### src/rtl/sccb_pkg.sv
// sccb_pkg: FSM states, quarter-bit phases and table marker codes shared by the SCCB config master.
package sccb_pkg;
  localparam logic [2:0] S_IDLE   = 3'd0;
  localparam logic [2:0] S_FETCH  = 3'd1;
  localparam logic [2:0] S_START  = 3'd2;
  localparam logic [2:0] S_BYTE   = 3'd3;
  localparam logic [2:0] S_STOP   = 3'd4;
  localparam logic [2:0] S_GAP    = 3'd5;
  localparam logic [2:0] S_DELAY  = 3'd6;
  localparam logic [2:0] S_FINISH = 3'd7;
  localparam logic [1:0] Q0 = 2'd0;
  localparam logic [1:0] Q1 = 2'd1;
  localparam logic [1:0] Q2 = 2'd2;
  localparam logic [1:0] Q3 = 2'd3;
  localparam logic [15:0] CFG_END   = 16'hFFFF;
  localparam logic [15:0] CFG_DELAY = 16'hFFF0;
  function automatic logic [7:0] sat_inc8(input logic [7:0] v);
    return v == 8'hFF ? v : v + 8'd1;
  endfunction
endpackage

### src/rtl/sccb_qtick_gen.sv
// sccb_qtick_gen: quarter-bit tick divider; with CLK_STRETCH_EN it freezes while a released SCL still reads low.
module sccb_qtick_gen #(
  parameter int QDIV = 62
) (
  input  logic clk,
  input  logic rst_n,
  input  logic en_i,
  input  logic scl_rel_i,
  input  logic scl_i,
  output logic qt_o
);
  localparam int CW = $clog2(QDIV);
  logic [CW-1:0] cnt_q, cnt_d;
  logic frz, wrap;
`ifdef CLK_STRETCH_EN
  logic [1:0] scl_s_q;
  always_ff @(posedge clk or negedge rst_n)
    if (!rst_n) scl_s_q <= 2'b11;
    else scl_s_q <= {scl_s_q[0], scl_i};
  assign frz = scl_rel_i & ~scl_s_q[1];
`else
  logic unused_scl;
  assign unused_scl = scl_i ^ scl_rel_i;
  assign frz = 1'b0;
`endif
  assign wrap  = cnt_q == CW'(QDIV - 1);
  assign cnt_d = !en_i ? '0 : frz ? cnt_q : wrap ? '0 : cnt_q + 1'b1;
  assign qt_o  = en_i & ~frz & wrap;
  always_ff @(posedge clk or negedge rst_n)
    if (!rst_n) cnt_q <= '0;
    else cnt_q <= cnt_d;
endmodule

### src/rtl/sccb_cfg_master.sv
// sccb_cfg_master: walks an external register table and issues 3-phase SCCB writes with ACK check and retry.
// Define CLK_STRETCH_EN to let the slave stretch SCL.
module sccb_cfg_master
  import sccb_pkg::*;
#(
  parameter int          CLK_HZ       = 100_000_000,
  parameter int          SCL_HZ       = 400_000,
  parameter logic [6:0]  DEV_ADDR     = 7'h21,
  parameter int          NUM_REGS     = 76,
  parameter int          IDX_W        = 8,
  parameter int          MAX_RETRY    = 3,
  parameter int          GAP_QTICKS   = 28,
  parameter int          DELAY_CYCLES = 1_000_000
) (
  input  logic             clk,
  input  logic             rst_n,
  input  logic             start,
  output logic [IDX_W-1:0] rom_addr,
  input  logic [15:0]      rom_data,
  input  logic             scl_i,
  output logic             scl_oe,
  input  logic             sda_i,
  output logic             sda_oe,
  output logic             busy,
  output logic             done,
  output logic             error,
  output logic [IDX_W-1:0] err_index,
  output logic [7:0]       nack_total
);
  localparam int QDIV = CLK_HZ / (4 * SCL_HZ);
  localparam int RW   = $clog2(MAX_RETRY + 2);
  logic [2:0]       state_q, state_d;
  logic [1:0]       ph_q, ph_d, byte_q, byte_d, sda_s_q;
  logic [3:0]       bit_q, bit_d;
  logic [31:0]      cnt_q, cnt_d;
  logic [15:0]      entry_q, entry_d;
  logic [RW-1:0]    retry_q, retry_d;
  logic [IDX_W-1:0] addr_q, addr_d, eidx_q, eidx_d, adv_addr;
  logic [7:0]       ntot_q, ntot_d, cur_byte;
  logic             nack_q, nack_d, busy_q, busy_d, done_q, done_d, err_q, err_d;
  logic             scl_q, scl_d, sda_q, sda_d;
  logic             qt, ack_bit, tx_bit, last;
  logic [2:0]       adv_state;
  sccb_qtick_gen #(.QDIV(QDIV)) u_qtick (
    .clk       (clk),
    .rst_n     (rst_n),
    .en_i      (busy_q),
    .scl_rel_i (~scl_q),
    .scl_i     (scl_i),
    .qt_o      (qt)
  );
  assign cur_byte  = byte_q == 2'd0 ? {DEV_ADDR, 1'b0} : byte_q == 2'd1 ? entry_q[15:8] : entry_q[7:0];
  assign ack_bit   = bit_q == 4'd8;
  assign tx_bit    = cur_byte[~bit_q[2:0]];
  // Stepping past the last slot ends the run, so rom_addr never has to hold NUM_REGS.
  assign last      = addr_q == IDX_W'(NUM_REGS - 1);
  assign adv_state = last ? S_FINISH : S_FETCH;
  assign adv_addr  = last ? addr_q : addr_q + 1'b1;
  always_comb begin
    state_d = state_q;
    ph_d    = ph_q;
    bit_d   = bit_q;
    byte_d  = byte_q;
    cnt_d   = cnt_q;
    entry_d = entry_q;
    retry_d = retry_q;
    nack_d  = nack_q;
    addr_d  = addr_q;
    busy_d  = busy_q;
    done_d  = done_q;
    err_d   = err_q;
    eidx_d  = eidx_q;
    ntot_d  = ntot_q;
    scl_d   = scl_q;
    sda_d   = sda_q;
    case (state_q)
      S_IDLE: begin
        scl_d = 1'b0;
        sda_d = 1'b0;
        if (start) begin
          state_d = S_FETCH;
          busy_d  = 1'b1;
          done_d  = 1'b0;
          err_d   = 1'b0;
          ntot_d  = '0;
          addr_d  = '0;
          cnt_d   = '0;
          retry_d = '0;
        end
      end
      S_FETCH: begin
        cnt_d = cnt_q + 32'd1;
        if (cnt_q != 32'd0) begin
          cnt_d   = '0;
          entry_d = rom_data;
          ph_d    = Q0;
          bit_d   = '0;
          byte_d  = '0;
          state_d = rom_data == CFG_END ? S_FINISH : rom_data == CFG_DELAY ? S_DELAY : S_START;
        end
      end
      S_START: if (qt) begin
        ph_d    = ph_q + 2'd1;
        sda_d   = ph_q != Q0;
        scl_d   = ph_q == Q3;
        state_d = ph_q == Q3 ? S_BYTE : S_START;
      end
      S_BYTE: if (qt) begin
        ph_d   = ph_q + 2'd1;
        sda_d  = ph_q == Q0 ? ~ack_bit & ~tx_bit : sda_q;
        scl_d  = ph_q == Q1 ? 1'b0 : ph_q == Q3 ? 1'b1 : scl_q;
        nack_d = ph_q == Q2 && ack_bit ? sda_s_q[1] : nack_q;
        if (ph_q == Q3) begin
          bit_d  = ack_bit ? 4'd0 : bit_q + 4'd1;
          byte_d = ack_bit ? byte_q + 2'd1 : byte_q;
          if (ack_bit && (nack_q || byte_q == 2'd2)) state_d = S_STOP;
          if (ack_bit && nack_q) begin
            ntot_d  = sat_inc8(ntot_q);
            retry_d = retry_q + 1'b1;
          end
        end
      end
      S_STOP: if (qt) begin
        ph_d  = ph_q == Q2 ? Q0 : ph_q + 2'd1;
        sda_d = ph_q != Q2;
        scl_d = ph_q == Q0;
        if (ph_q == Q2) begin
          state_d = S_GAP;
          cnt_d   = '0;
        end
      end
      S_GAP: if (qt) begin
        cnt_d = cnt_q + 32'd1;
        if (cnt_q + 32'd1 >= 32'(GAP_QTICKS)) begin
          cnt_d = '0;
          if (nack_q && retry_q > RW'(MAX_RETRY)) begin
            err_d   = 1'b1;
            eidx_d  = addr_q;
            state_d = S_FINISH;
          end else if (nack_q) begin
            state_d = S_START;
            bit_d   = '0;
            byte_d  = '0;
          end else begin
            state_d = adv_state;
            addr_d  = adv_addr;
            retry_d = '0;
          end
        end
      end
      S_DELAY: begin
        cnt_d = cnt_q + 32'd1;
        if (cnt_q + 32'd1 >= 32'(DELAY_CYCLES)) begin
          cnt_d   = '0;
          state_d = adv_state;
          addr_d  = adv_addr;
          retry_d = '0;
        end
      end
      default: begin
        busy_d  = 1'b0;
        done_d  = ~err_q;
        scl_d   = 1'b0;
        sda_d   = 1'b0;
        state_d = S_IDLE;
      end
    endcase
  end
  always_ff @(posedge clk or negedge rst_n)
    if (!rst_n) begin
      state_q <= S_IDLE;
      ph_q    <= Q0;
      bit_q   <= '0;
      byte_q  <= '0;
      cnt_q   <= '0;
      entry_q <= '0;
      retry_q <= '0;
      nack_q  <= 1'b0;
      addr_q  <= '0;
      busy_q  <= 1'b0;
      done_q  <= 1'b0;
      err_q   <= 1'b0;
      eidx_q  <= '0;
      ntot_q  <= '0;
      scl_q   <= 1'b0;
      sda_q   <= 1'b0;
      sda_s_q <= 2'b11;
    end else begin
      state_q <= state_d;
      ph_q    <= ph_d;
      bit_q   <= bit_d;
      byte_q  <= byte_d;
      cnt_q   <= cnt_d;
      entry_q <= entry_d;
      retry_q <= retry_d;
      nack_q  <= nack_d;
      addr_q  <= addr_d;
      busy_q  <= busy_d;
      done_q  <= done_d;
      err_q   <= err_d;
      eidx_q  <= eidx_d;
      ntot_q  <= ntot_d;
      scl_q   <= scl_d;
      sda_q   <= sda_d;
      sda_s_q <= {sda_s_q[0], sda_i};
    end
  assign rom_addr   = addr_q;
  assign scl_oe     = scl_q;
  assign sda_oe     = sda_q;
  assign busy       = busy_q;
  assign done       = done_q;
  assign error      = err_q;
  assign err_index  = eidx_q;
  assign nack_total = ntot_q;
endmodule
### config.mk
export PLATFORM = sky130hd
export DESIGN_NAME = sccb_cfg_master
export DESIGN_NICKNAME = d
export VERILOG_FILES = /design/src/rtl/sccb_pkg.sv /design/src/rtl/sccb_qtick_gen.sv /design/src/rtl/sccb_cfg_master.sv
export SDC_FILE = /design/constraint.sdc
export NUM_CORES = 1
export LEC_CHECK = 0
export ABC_AREA = 1
export BUFFER_PORTS_ARGS = -buffer_cell sky130_fd_sc_hd__buf_2
export CORE_UTILIZATION = 45
export DETAILED_ROUTE_END_ITERATION = 6
export MAX_ROUTING_LAYER = met4
export PLACE_DENSITY = 0.71
export SKIP_CTS_REPAIR_TIMING = 1
export SYNTH_ARGS = -nofsm -noshare
export SYNTH_HDL_FRONTEND = slang
export SYNTH_SLANG_ARGS = --single-unit
### constraint.sdc
create_clock -name clk -period 6.5 [get_ports clk]
set_clock_uncertainty 0.05 [all_clocks]
set_input_delay 1.3 -clock clk [delete_from_list [all_inputs] [get_ports clk]]
set_output_delay 1.3 -clock clk [all_outputs]
set_load 0.01 [all_outputs]
Word level (Yosys, flattened, before mapping)
Index checks and enable logic that the tools add are counted.
W data, S select, Z words.
{"block": "op_classes", "magnitude_cmp": 4, "mux": 96, "addsub": 8, "bitwise_logic": 8, "div_mod_pow": 0, "n_reduce_logical": 35, "n_shift": 0, "eq_ne": 39, "multipliers": 0}
{"cell": "$mux W32", "n": 7}
{"cell": "$pmux W32 S5", "n": 1}
{"cell": "$mux W8", "n": 13}
{"cell": "$mux W3", "n": 25}
{"cell": "$ne A2 B2 Y1 const B", "n": 20}
{"cell": "$add A32 B1 Y32 const B", "n": 1}
{"cell": "$eq A16 B16 Y1 const B", "n": 2}
{"cell": "$ge A32 B20 Y1 const B", "n": 1}
{"cell": "$ge A32 B5 Y1 const B", "n": 1}
{"cell": "$mux W4", "n": 8}
{"cell": "$reduce_bool A32 Y1", "n": 1}
{"cell": "$pmux W8 S3", "n": 1}
{"cell": "$mux W2", "n": 11}
{"cell": "$pmux W3 S7", "n": 1}
{"cell": "$reduce_and A5 Y1", "n": 4}
{"cell": "$add A8 B1 Y8 const B", "n": 2}
{"cell": "$mux W1", "n": 16}
{"cell": "$pmux W8 S2", "n": 1}
{"cell": "$mux W6", "n": 2}
{"cell": "$pmux W2 S3", "n": 2}
{"cell": "$pmux W3 S4", "n": 1}
{"cell": "$pmux W4 S3", "n": 1}
{"cell": "$reduce_and A11 Y1", "n": 1}
{"cell": "$reduce_and A10 Y1", "n": 1}
{"cell": "41 further kinds", "n": 66}
{"block": "word_totals", "mem_bits_rw": 0, "n_memories": 0, "out_inout_bits": 29, "reg_bits": 100, "elab_cells": 208, "latch_bits": 0, "romBits": 0, "in_bits": 21}

Longest topological paths before layout
{"block": "logic_depth", "ltp_word": 10, "mapped_depth": 18, "ltp_nobuf": 17}

Hierarchy
Synthesis repeated with hierarchy kept, for this count alone.
{"block": "unflattened", "cells_unflattened": 903, "area_unflattened_um2": 6354.8}
{"module": "sccb_cfg_master", "area_per_inst_um2": 6063.3, "cells_per_inst": 870, "instances": 1, "seq_area_each_um2": 2354.8}
{"module": "sccb_qtick_gen", "area_per_inst_um2": 291.5, "cells_per_inst": 33, "instances": 1, "seq_area_each_um2": 150.1}

Worst setup path before layout
Ideal clock, no wire load.
{"block": "synth_timing", "kind": "input to register", "from": "input port start", "to": "register cnt_q[22]", "arrival_time_ns": 2.374, "t_required_ns": 6.319, "setup_time_ns": 0.131, "path_buffers": 2, "path_slack_ns": 3.945, "path_stages": 7, "path_cell_list": "nor2_1 -> nor2_1 -> inv_1 -> nor3_1 -> clkbuf_1 -> clkbuf_1 -> nor2_1"}
{"block": "synth_via", "elab_chain_cells": 2}
{"element": "start, declared", "line": "sccb_cfg_master.sv:17", "rtl": "input logic start,"}
{"element": "$ne A2 B2 Y1 (no line)"}
{"element": "$reduce_and A5 Y1 (no line)"}
{"element": "end signal, assigned", "line": "sccb_cfg_master.sv:193", "rtl": "cnt_q <= cnt_d;"}
{"element": "end, declared", "line": "sccb_cfg_master.sv:35", "rtl": "logic [31:0] cnt_q, cnt_d;"}
No other way between the ends.
A chain may end at the register's enable or synchronous reset.

Worst setup path in the final report
{"block": "layout_timing", "from": "register cnt_q[0]", "to": "register cnt_q[7]"}
{"block": "layout_via", "elab_chain_cells": 5, "elab_cells_between_ends": 9, "cone_classes": "add/sub: 1; order compare: 2; mux: 5; reduce/logical: 1"}
{"element": "$add A32 B1 Y32"}
{"element": "$ge A32 B5 Y1", "line": "sccb_cfg_master.sv:134", "rtl": "if (cnt_q + 32'd1 >= 32'(GAP_QTICKS)) begin"}
{"element": "$mux W32", "line": "sccb_cfg_master.sv:134"}
{"element": "$mux W32", "line": "sccb_cfg_master.sv:132", "rtl": "S_GAP: if (qt) begin"}
{"element": "$pmux W32 S5 *", "line": "sccb_cfg_master.sv:76", "rtl": "case (state_q)"}
Mark *: on every way between the ends. The rest lies on a longest branch, timed or not. The select of a mux whose other input is x is not followed.

==> summary.md <==
| Metric | Value |
|---|---|
| Area Overhead vs Synth | `10.67%` |
| Setup crit start | `cnt_q[0]` |
| DRT Wirelength | `16160 um` |
| Die H | `123.2 um` |
| Worst Hold End | `sda_s_q[1]` |
| Antenna-violating nets left | `0` |
| Core Util, Final | `51.93%` |
| Status | `complete, no violations` |
| Required time of the critical path | `6.74 ns` |
| Slowest CP cell | `dfrtp_1` |
| Global route overflow | `0` |
| Clk pin slew, worst setup/hold paths | `0.07 ns` |
| Final Setup Violations | `0` |
| Simple-gate share of the synthesized area | `41.06%` |
| Crit-path cells | `ha_1 > nand2_1 > nor2_2 > nand2_4 > nor2_4 > nand3_1 > nand2_1 > nand2_1 > inv_1 > nand2_1 > nor2_2 > nand4_4 > nand3_2 > nand2_1 > nand2_1` |
| Pwr Density | `297.4 nW/um^2` |
| Most used cell, CP | `nand2_1` |
| Final slew viol count | `0` |
| Worst slew margin | `46.23%` |
| Startpoint types | `register` |
| HPWL after DPL | `12080 um` |
| Cells after synthesis | `970` |
| Routed metal-1 wire length | `7873 um` |
| Final WS setup | `3.263 ns` |
| Root buf cell | `clkbuf_16` |
| Yosys reg bits | `100` |
| Met2 wire length | `7329 um` |
| CP max FO | `26` |
| CP peak stage delay | `0.54 ns` |
| Gp weighted congestion | `0.9139` |
| H-Tree Depth | `3` |
| Share of cells above drive strength 1 | `10.79%` |
| CTS max path bufs | `2` |
| Hold crit path type | `reg2reg` |
| Skew-Pair Late Insertion Delay | `0.36 ns` |
| Die area | `15190 um^2` |
| First-pass GRT wire length | `26830 um` |
| Post-synth top area cell | `dfrtp_1` |
| # clock sinks | `100` |
| Final Hold Vio Count | `0` |
| Die width | `123.2 um` |
| Area of the core | `14100 um^2` |
| Pre-antenna DRT Iters | `6` |
| Most common cell after layout, fill and taps aside | `nand2_1` |
| Post-synthesis adder-cell area fraction | `3.405%` |
| Io pins | `50` |
| Drt drc | `0` |
| Setup WS pre-CTS | `3.286 ns` |
| Port Buffers | `48` |
| Post-Synth XOR/XNOR Area | `1.324%` |
| Top cell type's share of synthesized area | `37.07%` |
| Initial Util | `46.93%` |
| Most common flop cell mapped by yosys | `dfrtp_1` |
| Sequential area share after synthesis | `37.87%` |
| Reg-to-Reg Start | `cnt_q[0]` |
| Avg Inst Size Synth | `6.820 um^2` |
| Yosys Warn Count | `0` |
| Post-synthesis mux area share | `0.1702%` |
| N_diodes | `0` |
| Total CTS buffers | `9` |
| Post-synth EDFFs | `0` |
| Setup slack, reg-to-reg | `3.26 ns` |
| Synth Area in Compound Gates | `7.414%` |
| CP Capture Type | `register` |
| Setup TNS | `0 ns` |
| VDD IR max | `0.0001740 V` |
| Syn_nets | `1009` |
| Dominant cells by area after synthesis | `dfrtp_1 37%, nand2_1 17%, nor2_1 7.5%` |
| WP data arrival | `3.48 ns` |
| DR WL/cell | `13.48 um` |
| Cell depth of the worst min-delay path | `0` |
| Max_cap viols | `0` |
| Buf/Inv on CP | `1` |
| RSZ-0062 raised after global routing | `false` |
| Initial antenna violation count | `0` |
| DR vias/cell | `5.168` |
| Critical path's top delay family | `simple AND/OR/NAND/NOR gates` |
| Min-delay src | `sda_s_q[0]` |
| Largest net degree at the start of global routing | `53` |
| Vias | `6196` |
| Leakage | `3.658 nW` |
| Row count | `43` |
| Initial DRC count | `461` |
| Tot GR Track Use | `23.36%` |
| FFs w/ async S/R, synth | `100.0%` |
| Mapped cell area | `6615 um^2` |
| Tightest Pin Transition | `0.7992 ns` |
| CTS tree | `built` |
| Reg2Reg Depth | `15` |
| Fin crit share | `49.80%` |
| Netlist cell types | `39` |
| Most frequent cells in the layout | `294 x nand2_1, 132 x nor2_1, 126 x inv_1` |
| Met3 WL post-DR | `687 um` |
| Main combinational cell family by area after synthesis | `simple AND/OR/NAND/NOR gates` |
| Max Fclk | `0.3089 GHz` |
| Crit path kind | `reg2reg` |
| Crit Reg-Reg Endpoint | `cnt_q[7]` |
| Vias in the first global route | `5610` |
| Minimum clock period | `3.237 ns` |
| Fin nets | `1053` |
| Max Used Layer | `met4` |
-- kinds of logic after synthesis --
logic type | Yosys count
AO/OA/AOI/OAI | 93
XOR/XNOR | 10
adder cells (fa/ha/maj) | 18
buffers and inverters | 148
flip-flops | 100
multiplexers | 1
AND/OR/NAND/NOR | 600
-- power by group --
group / leakage (nW) / internal [mW] / total (mW) / switching [mW]
clock: 0.144 / 0.303 / 0.558 / 0.256
combinational: 2.19 / 0.239 / 0.791 / 0.552
sequential: 1.33 / 0.734 / 0.829 / 0.0941
total: 3.66 / 1.28 / 2.18 / 0.902
-- registers in the layout (all words and copies together) (netlist names), 4 cells and up --
name	flops
bit_q	4
rom_addr	8
entry_q	16
nack_total	8
u_qtick.cnt_q	6
cnt_q	32
err_index	8
-- cells in the mapped netlist, types with 12 or more instances --
library cell	count
o21ai_0	51
nand4_1	45
a21oi_1	19
inv_1	126
nand2_1	294
nand3_1	61
ha_1	18
clkbuf_1	12
nor2_1	132
nor3_1	14
dfrtp_1	98
-- routing by layer --
| layer | global-route usage (%) | vias up |
|---|---|---|
| met5 | - | - |
| li1 | - | 3210 |
| met4 | 7.907 | 0 |
| met1 | 31.32 | 2812 |
| met3 | 2.860 | 18 |
| met2 | 36.63 | 156 |
-- stage by stage --
stage                     instances  hold slack [ns]  area (um^2)  power [mW]
final                          1199           0.3135         7321       2.177
after floorplan                 970           0.2952         6615       1.400
after global routing           1199           0.3166         7321       2.333
after CTS                      1199           0.3149         7321       2.185
after global placement         1183           0.2968         7023       1.603
after detailed placement       1183           0.3048         7023       1.620
-- cell type report --
type	count	area, um^2
Tap cell	180	225.2
Clock inverter	6	68.82
Timing Repair Buffer	52	272.8
Clock buffer	10	229.0
Inverter	129	484.2
Fill cell	1429	6775
Multi-Input combinational cell	722	3536
Sequential cell	100	2505
-- worst max-delay path by stage --
stage / slack [ns] / to / cells after the start
floorplan: 3.95 / cnt_q[22] / 7
global placement: 3.32 / cnt_q[1] / 15
detailed placement: 3.29 / cnt_q[7] / 15
CTS: 3.26 / cnt_q[7] / 15
global route: 2.94 / cnt_q[7] / 15
finish: 3.26 / cnt_q[7] / 15
Note: power is estimated with default switching activity, not from simulation.
